`src/rtl/rsa_encrypt_if.sv`:
```
// Request/result bundle for the RSA public-key exponentiator.
// The master drives the request; the slave returns C and status.
interface rsa_encrypt_if #(
    parameter int MW = 16,
    parameter int EW = 8
);
    logic          start;
    logic [MW-1:0] M;
    logic [EW-1:0] e;
    logic [MW-1:0] n;
    logic [MW-1:0] C;
    logic          busy;
    logic          done;
    logic          err;

    modport master (
        output start, M, e, n,
        input  C, busy, done, err
    );

    modport slave (
        input  start, M, e, n,
        output C, busy, done, err
    );
endinterface

```
`src/rtl/rsa_encrypt.sv`:
```
// RSA public-key exponentiator: C = M^e mod n.
// Left-to-right square-and-multiply over a bit-serial modular multiplier.
module rsa_encrypt #(
    parameter int MW = 16,
    parameter int EW = 8
) (
    input  logic        clk,
    input  logic        rst,
    rsa_encrypt_if.slave bus
);
    localparam int JW = $clog2(MW);
    localparam int IW = $clog2(EW);

    typedef enum logic [2:0] {
        S_IDLE,
        S_REDUCE,
        S_SQUARE,
        S_MULT,
        S_FIN
    } state_t;

    state_t r_state;
    state_t w_state_nxt;

    logic [MW-1:0] r_m;
    logic [EW-1:0] r_e;
    logic [MW-1:0] r_n;
    logic [MW-1:0] r_r;
    logic [MW-1:0] r_base;
    logic [MW-1:0] r_c;
    logic [MW+1:0] r_p;
    logic [JW-1:0] r_j;
    logic [IW-1:0] r_i;
    logic          r_err;

    logic [MW-1:0] w_a;
    logic [MW-1:0] w_b;
    logic [MW+1:0] w_n_ext;
    logic [MW+1:0] w_sum;
    logic [MW+1:0] w_s1;
    logic [MW+1:0] w_s2;
    logic [MW-1:0] w_res;
    logic          w_last;
    logic          w_ebit;
    logic          w_accept;
    logic          w_n_one;

    // Multiplier operands: REDUCE folds M into range, MULT uses the base.
    always_comb begin
        w_a = r_r;
        w_b = r_r;
        unique case (r_state)
            S_REDUCE: begin
                w_a = r_m;
                w_b = MW'(1);
            end
            S_MULT:  w_b = r_base;
            default: ;
        endcase
    end

    // One interleaved step: P = 2P + a[j]*b, then at most two subtractions keep P < n.
    always_comb begin
        w_n_ext = {2'b00, r_n};
        w_sum   = (r_p << 1) + (w_a[r_j] ? {2'b00, w_b} : '0);
        w_s1    = (w_sum >= w_n_ext) ? (w_sum - w_n_ext) : w_sum;
        w_s2    = (w_s1 >= w_n_ext) ? (w_s1 - w_n_ext) : w_s1;
        w_n_one = (r_n == MW'(1));
        w_res   = w_n_one ? '0 : w_s2[MW-1:0];
        w_last  = (r_j == '0);
        w_ebit  = r_e[r_i];
        w_accept = (r_state == S_IDLE) && bus.start;
    end

    // State register.
    always_ff @(posedge clk or negedge rst) begin
        if (!rst) begin
            r_state <= S_IDLE;
        end else begin
            r_state <= w_state_nxt;
        end
    end

    // Next-state: every exponent bit is scanned, leading zeros included.
    always_comb begin
        w_state_nxt = r_state;
        unique case (r_state)
            S_IDLE: begin
                if (bus.start) begin
                    w_state_nxt = (bus.n == '0) ? S_FIN : S_REDUCE;
                end
            end
            S_REDUCE: begin
                if (w_last) w_state_nxt = S_SQUARE;
            end
            S_SQUARE: begin
                if (w_last) begin
                    if (w_ebit)             w_state_nxt = S_MULT;
                    else if (r_i == '0)     w_state_nxt = S_FIN;
                    else                    w_state_nxt = S_SQUARE;
                end
            end
            S_MULT: begin
                if (w_last) begin
                    w_state_nxt = (r_i == '0) ? S_FIN : S_SQUARE;
                end
            end
            S_FIN:   w_state_nxt = S_IDLE;
            default: w_state_nxt = S_IDLE;
        endcase
    end

    // Datapath: latch request, run the multiplier, retire each product.
    always_ff @(posedge clk or negedge rst) begin
        if (!rst) begin
            r_m    <= '0;
            r_e    <= '0;
            r_n    <= '0;
            r_r    <= '0;
            r_base <= '0;
            r_c    <= '0;
            r_p    <= '0;
            r_j    <= '0;
            r_i    <= '0;
            r_err  <= 1'b0;
        end else if (w_accept) begin
            r_m    <= bus.M;
            r_e    <= bus.e;
            r_n    <= bus.n;
            r_c    <= '0;
            r_err  <= (bus.n == '0);
            r_r    <= (bus.n == MW'(1)) ? '0 : MW'(1);
            r_base <= '0;
            r_p    <= '0;
            r_j    <= JW'(MW - 1);
            r_i    <= IW'(EW - 1);
        end else if (r_state inside {S_REDUCE, S_SQUARE, S_MULT}) begin
            r_j <= r_j - JW'(1);
            r_p <= w_last ? '0 : w_s2;
            if (w_last) begin
                if (r_state == S_REDUCE) r_base <= w_res;
                else                     r_r    <= w_res;
                if (w_state_nxt == S_FIN) r_c <= w_res;
                if (r_state == S_MULT || (r_state == S_SQUARE && !w_ebit)) begin
                    r_i <= r_i - IW'(1);
                end
            end
        end
    end

    assign bus.C    = r_c;
    assign bus.err  = r_err;
    assign bus.busy = (r_state != S_IDLE);
    assign bus.done = (r_state == S_FIN);
endmodule
```
`src/flat_wrapper.sv`:
```
// flat-port wrapper written by rule: the top's interface ports become plain ports
module rsa_encrypt_flat 
#(
    parameter int MW = 16,
    parameter int EW = 8
)
  (clk, rst, bus_start, bus_M, bus_e, bus_n, bus_C, bus_busy, bus_done, bus_err);
  rsa_encrypt_if #(.MW(MW), .EW(EW)) bus_i ();
  input  logic clk;
  input  logic rst;
  input wire logic [$bits(bus_i.start)-1:0] bus_start;
  input wire logic [$bits(bus_i.M)-1:0] bus_M;
  input wire logic [$bits(bus_i.e)-1:0] bus_e;
  input wire logic [$bits(bus_i.n)-1:0] bus_n;
  output wire logic [$bits(bus_i.C)-1:0] bus_C;
  output wire logic [$bits(bus_i.busy)-1:0] bus_busy;
  output wire logic [$bits(bus_i.done)-1:0] bus_done;
  output wire logic [$bits(bus_i.err)-1:0] bus_err;
  assign bus_i.start = bus_start;
  assign bus_i.M = bus_M;
  assign bus_i.e = bus_e;
  assign bus_i.n = bus_n;
  assign bus_C = bus_i.C;
  assign bus_busy = bus_i.busy;
  assign bus_done = bus_i.done;
  assign bus_err = bus_i.err;
  rsa_encrypt #(.MW(MW), .EW(EW)) u_core (.clk(clk), .rst(rst), .bus(bus_i));
endmodule
```
`config.mk`:
```
export PLATFORM = sky130hd
export DESIGN_NAME = rsa_encrypt_flat
export DESIGN_NICKNAME = d
export VERILOG_FILES = /design/src/rtl/rsa_encrypt_if.sv /design/src/rtl/rsa_encrypt.sv /design/src/flat_wrapper.sv
export SDC_FILE = /design/constraint.sdc
export NUM_CORES = 1
export LEC_CHECK = 0
export ABC_AREA = 0
export BUFFER_PORTS_ARGS = -buffer_cell sky130_fd_sc_hd__buf_2
export CORE_UTILIZATION = 55
export DETAILED_ROUTE_END_ITERATION = 10
export GPL_TIMING_DRIVEN = 0
export PLACE_DENSITY = 0.77
export SKIP_LAST_GASP = 1
export SLEW_MARGIN = 30
export SYNTH_ARGS = -nofsm -noshare
export SYNTH_HDL_FRONTEND = slang
export SYNTH_SLANG_ARGS = --single-unit
```
`constraint.sdc`:
```
create_clock -name clk -period 7.1 [get_ports clk]
set_clock_uncertainty 0.05 [all_clocks]
set_input_delay 0.71 -clock clk [delete_from_list [all_inputs] [get_ports clk]]
set_output_delay 0.71 -clock clk [all_outputs]
set_load 0.01 [all_outputs]
```
==> results of run 1 <==
logic make-up after synthesis:
family / count (synthesis) / share of synthesized area
AOI/OAI and AO/OA: 238 / 0.194
xor gates and xnor gates: 41 / 0.0455
adders and majority gates: 53 / 0.0869
buffers and inverters: 68 / 0.0363
DFF: 116 / 0.368
muxes: 46 / 0.0869
and+or+nand+nor: 320 / 0.183
what timing repair did:
item,4_1_cts,5_1_grt
pin swaps,49,63
gates cloned,2,0
resized for setup,58,71
buffers inserted,55,27
endpoints found under the setup margin,65,65
final cells by class:
type | instances | area, sq um
clock inverters | 15 | 158
flip-flops and latches | 116 | 2900
plain buffers | 27 | 136
inverters | 38 | 143
clock buffers | 17 | 425
repair buffers | 142 | 1070
multi-input cells | 698 | 5450
well taps | 180 | 225
fillers | 900 | 3420
synthesized netlist by cell type (5+ instances only):
cell type    n
xor2_1      13
mux4_2      11
o21ai_1     33
ha_1        50
nor4_1       7
or2_2        6
a21o_1      14
mux2i_2      8
nor2_1      51
nand4_1      8
a21oi_1     38
xnor2_1     28
a22oi_1     17
or3_1        5
o211ai_1     9
inv_1       38
nand3_1     12
nand2b_1    13
nand2_1    178
clkbuf_1    23
a211oi_1     5
a22o_1      13
mux2i_1      8
dfrtp_1    116
o21ai_0     64
and2_1       8
nor3_1      12
o21a_1       6
mux2_2      14
critical path: cells and delay by family, from the launching register on:
kind                     cells  cell delay (ps)
AND/OR/NAND/NOR             10             1990
multiplexers                 4             1880
adder cells (fa/ha/maj)      3             1100
flip-flops                   1              390
buffers and inverters        4              640
AO/OA/AOI/OAI                9             1670
flip-flops by register name, summed over array words and instances (netlist names):
register	count
u_core.r_n	16
u_core.r_j	4
u_core.r_i	3
u_core.r_base	16
u_core.r_e	8
u_core.r_p	17
u_core.bus.C	16
u_core.bus.err	1
u_core.r_state	3
u_core.r_m	16
u_core.r_r	16
how the worst min path moves through the flow:
stage	startpoint	endpoint	slack, ps	depth (start not counted)
floorplan	rst	u_core.bus.C[0]$_DFFE_PN0P_	360	0
global placement	u_core.r_e[3]$_DFFE_PN0P_	u_core.r_e[3]$_DFFE_PN0P_	400	2
detailed placement	u_core.r_e[3]$_DFFE_PN0P_	u_core.r_e[3]$_DFFE_PN0P_	410	2
CTS	rst	u_core.r_base[1]$_DFFE_PN0P_	120	1
global route	rst	u_core.bus.C[11]$_DFFE_PN0P_	130	1
finish	rst	u_core.r_base[1]$_DFFE_PN0P_	110	1
per-layer routing:
metal	track usage	part of all wire
met1	0.431	0.38
met2	0.526	0.46
met3	0.0852	0.091
met4	0.198	0.064
met5	0	0
metrics by stage:
step                instances  setup TNS, ps  area (sq um)  worst slack [ps]
floorplan                 882         -11680          8200              -241
global placement         1123         -77290          8730             -1320
detailed placement       1124         -78500          8770             -1320
CTS                      1211         -35870         10100              -626
global route             1233         -59030         10500              -979
finish                   1233         -43520         10500              -761
==> reports/results.tsv, run 1 <==
metric	value	unit
ys_async_sr_fraction	1.00	
drt_iter0_drc	919	
drt-total-wl	26200	microns
via_per_inst	6.31	
synth.area.top_cells	dfrtp_1 37%, nand2_1 8.5%, ha_1 7.9%	
dieWidth	122	microns
cts_inserted_buffers	17	
maxCapViolCount	0	
synth-edff-count	0	
mostFrequentLayoutCells	174 x nand2_1, 115 x dfrtp_1, 65 x buf_4	
nNetsFinal	1136	
ys_warn_count	0	
startpoint_type	flop	
fin_crit	7860	ps
synth-seq-area-share	0.368	
synth_top_cell_area_share	0.368	
worstPathMaxFanout	7	
required	7320	ps
drive_above_1_share	0.319	
grt_pass1_vias	7310	
coreArea	0.0139	sq mm
mappedNetlistNets	978	
final_hold_viol_count	0	
grtUsageTotal	0.340	
firstDrtPassIters	5	
wl_per_cell	21.2	microns
setup_slack	-761	ps
grt_remaining_overflow	0	
max_stage_delay	560	ps
setup_viol	65	
io_buffers	61	
vias	7776	
drc	0	
hold_path.class	in -> async	
clock.fmax	127	MHz
io_pins	62	
clock-sinks	116	
synthToLayoutAreaGrowth	33.3	%
final_common_cell	nand2_1	
antenna_found_initial	0	
slew_violations	0	
dp_hpwl	16300	microns
endpoint_kind	flop	
syn_inst	882	
violations	negative setup slack	
r2r_cells	30	
r2r_end	u_core.r_p[9]$_DFFE_PN0P_	
syn_area_per_cell	8.94	sq um
fin_crit_sh	1.11	
max_slew.worst_pin.slew	726	ps
grt_max_degree	81	
ctsLongestPathBuffers	2	
fin_util	0.755	
die_area	0.0148	sq mm
r2r_start	u_core.r_state[2]$_DFF_PN0_	
initial_core_util	0.566	
cp.arrival	8090	ps
synth_top_area_cell	dfrtp_1	
synth_cell_type_count	68	
cts_hold_buffers	0	
place.gp.congestion	0.966	
tritoncts	yes	
path_class	reg -> reg	
status	finished with violations	
hold-worst-slack	111	ps
grt_pass1_wl	37700	microns
die_h	122	microns
netlist_area	0.00789	sq mm
clkLatencyLatePin	420	ps
dominantRegCellSynth	dfrtp_1	
h-tree-depth	4	
antennaDiodeCount	0	
cts-root-buf	clkbuf_16	
critPathLaunch	u_core.r_state[2]$_DFF_PN0_	
ant_nets	0	
slew_headroom	0.513	
path_clk_slew	60	ps
slowest_stage	or4_4	
rsz0062_at_grt	yes	
num_rows	43	
endpoint	u_core.r_p[9]$_DFFE_PN0P_	
synth_seq_cells	116	
reg2reg_slack	-760	ps
Power of run 1 is left out: the tool's default activity adds up to more than one toggle a clock period on the data nets, which glitch-free logic cannot reach.
==> run 2: changes to the inputs <==
--- a/config.mk
+++ b/config.mk
@@ -8,10 +8,10 @@
 export ABC_AREA = 0
 export BUFFER_PORTS_ARGS = -buffer_cell sky130_fd_sc_hd__buf_2
 export CORE_UTILIZATION = 55
+export CTS_BUF_LIST = sky130_fd_sc_hd__clkbuf_4 sky130_fd_sc_hd__clkbuf_8 sky130_fd_sc_hd__clkbuf_16
 export DETAILED_ROUTE_END_ITERATION = 10
 export GPL_TIMING_DRIVEN = 0
 export PLACE_DENSITY = 0.77
-export SKIP_LAST_GASP = 1
 export SLEW_MARGIN = 30
 export SYNTH_ARGS = -nofsm -noshare
 export SYNTH_HDL_FRONTEND = slang
==> run 2 against run 1 <==
  * The flow still finishes with violations (negative setup slack)
  * Sequential share of layout area grew 0.079 points
  * Count of clock-buffer cells in the layout did not move
  * Die area did not move
  * Utilization shrank 0.22 points
  * Non-clock buffer count shrank 4
  * Setup slack got worse by 160 ps
  * Design area fell by 0.29%
  * First-iteration DRC count fell by 4.2%
==> reports/results.tsv, run 2 (synthesis results as in run 1) <==
metric	value	unit
status	finished with violations	
violations	negative setup slack	
grtUsageMet3	0.0852	
h-tree-depth	4	
grt_pass1_vias	7312	
detailedPlace.worstSlack	-1320	ps
ant_nets	0	
wl_per_cell	21.4	microns
max_stage_delay	570	ps
dieWidth	122	microns
setup_slack	-922	ps
path_class	reg -> reg	
antennaDiodeCount	0	
fin_crit_sh	1.13	
coreArea	0.0139	sq mm
vias	7734	
via_per_inst	6.29	
endpoint_kind	flop	
clock.fmax	125	MHz
maxCapViolCount	0	
io_pins	62	
drc	0	
place.gp.congestion	0.966	
hold-worst-slack	122	ps
path_clk_slew	60	ps
grt.busiest_layer	met2	
final_hold_viol_count	0	
met2_usage	0.526	
firstDrtPassIters	5	
grt_pass1_wl	37800	microns
slew_violations	0	
largest_reg_flops	17	
die_h	122	microns
initial_core_util	0.566	
fin_tns_setup	-52950	ps
slew_headroom	0.530	
dp_hpwl	16300	microns
setup_viol	65	
mostFrequentLayoutCells	175 x nand2_1, 115 x dfrtp_1, 61 x buf_2, 61 x buf_4, 43 x nor2_1	
synthToLayoutAreaGrowth	33.0	%
clock-sinks	116	
gr-usage-met1	0.432	
regMostFlops	u_core.r_p	
cts-root-buf	clkbuf_16	
tritoncts	yes	
drt_iter0_drc	880	
startpoint_type	flop	
cts_hold_buffers	0	
fin_cells	1229	
cp.arrival	8250	ps
worstPathMaxFanout	7	
ctsLongestPathBuffers	2	
nNetsFinal	1132	
rsz0062_at_grt	yes	
fillers	912	
required	7330	ps
slowest_stage	or4_4	
final_common_cell	nand2_1	
cts_inserted_buffers	17	
placed_cells	1124	
grtUsageTotal	0.340	
max_slew.worst_pin.slew	705	ps
fin_crit	8020	ps
antenna_found_initial	0	
grt_max_degree	81	
hold_path.class	in -> async	
die_area	0.0148	sq mm
drive_above_1_share	0.318	
grt_remaining_overflow	0	
clkLatencyLatePin	420	ps
num_rows	43	
drt-total-wl	26300	microns
io_buffers	61	
r2r_cells	32	
-- run 2: cell count changes in the layout (fill, tap and decap cells not counted), moves of 2 or more --
cell	delta
o21ai_1	-10
ha_1	+3
ha_2	-2
buf_12	+2
o21ai_2	+9
buf_4	-4
-- run 2: repair_timing --
item | CTS | global route
pin swaps | 50 | 58
gates resized for setup | 63 | 65
gates cloned | 2 | 0
endpoints found under the setup margin | 65 | 65
buffers inserted | 55 | 23
-- run 2: final timing paths --
check,end,from,slack (ps)
worst max-delay path,u_core.r_base[2]$_DFFE_PN0P_,u_core.r_state[2]$_DFF_PN0_,-920
worst min-delay path,u_core.r_base[1]$_DFFE_PN0P_,rst,120
worst max register to register,u_core.r_base[2]$_DFFE_PN0P_,u_core.r_state[2]$_DFF_PN0_,-920
worst min register to register,u_core.r_e[3]$_DFFE_PN0P_,u_core.r_e[3]$_DFFE_PN0P_,420
max in group asynchronous,u_core.r_n[1]$_DFFE_PN0P_,rst,6200
min in group clk,u_core.r_e[3]$_DFFE_PN0P_,u_core.r_e[3]$_DFFE_PN0P_,420
-- run 2: per-stage QoR --
step	instance area, sq um	utilization
global placement	8730	0.627
detailed placement	8770	0.629
floorplan	8200	-
global route	10500	0.753
finish	10500	0.753
CTS	10100	0.726
-- run 2: metal layers --
metal,wire [microns],vias up
li1,-,3457
met1,10200,3687
met2,12200,460
met3,2250,130
met4,1700,0
met5,0,-
-- run 2: critical path, delay by kind of cell, from the launching register on --
family | cells | cell delay [ps]
fa+ha+maj | 4 | 1110
buf+inv | 4 | 530
mux | 4 | 1720
xor+xnor | 2 | 340
simple gates | 12 | 2190
compound gates | 6 | 1550
flops | 1 | 390
-- run 2: layout make-up --
cell class                      instances  area (sq um)  area share
Sequential cell                       116          2900       0.277
Tap cell                              180           225      0.0215
Buffer                                 27           136      0.0130
Clock buffer                           17           425      0.0406
Inverter                               38           143      0.0136
Multi-Input combinational cell        698          5440       0.519
Clock inverter                         15           158      0.0150
Timing Repair Buffer                  138          1060       0.101
Power of run 2 is left out for the same reason.
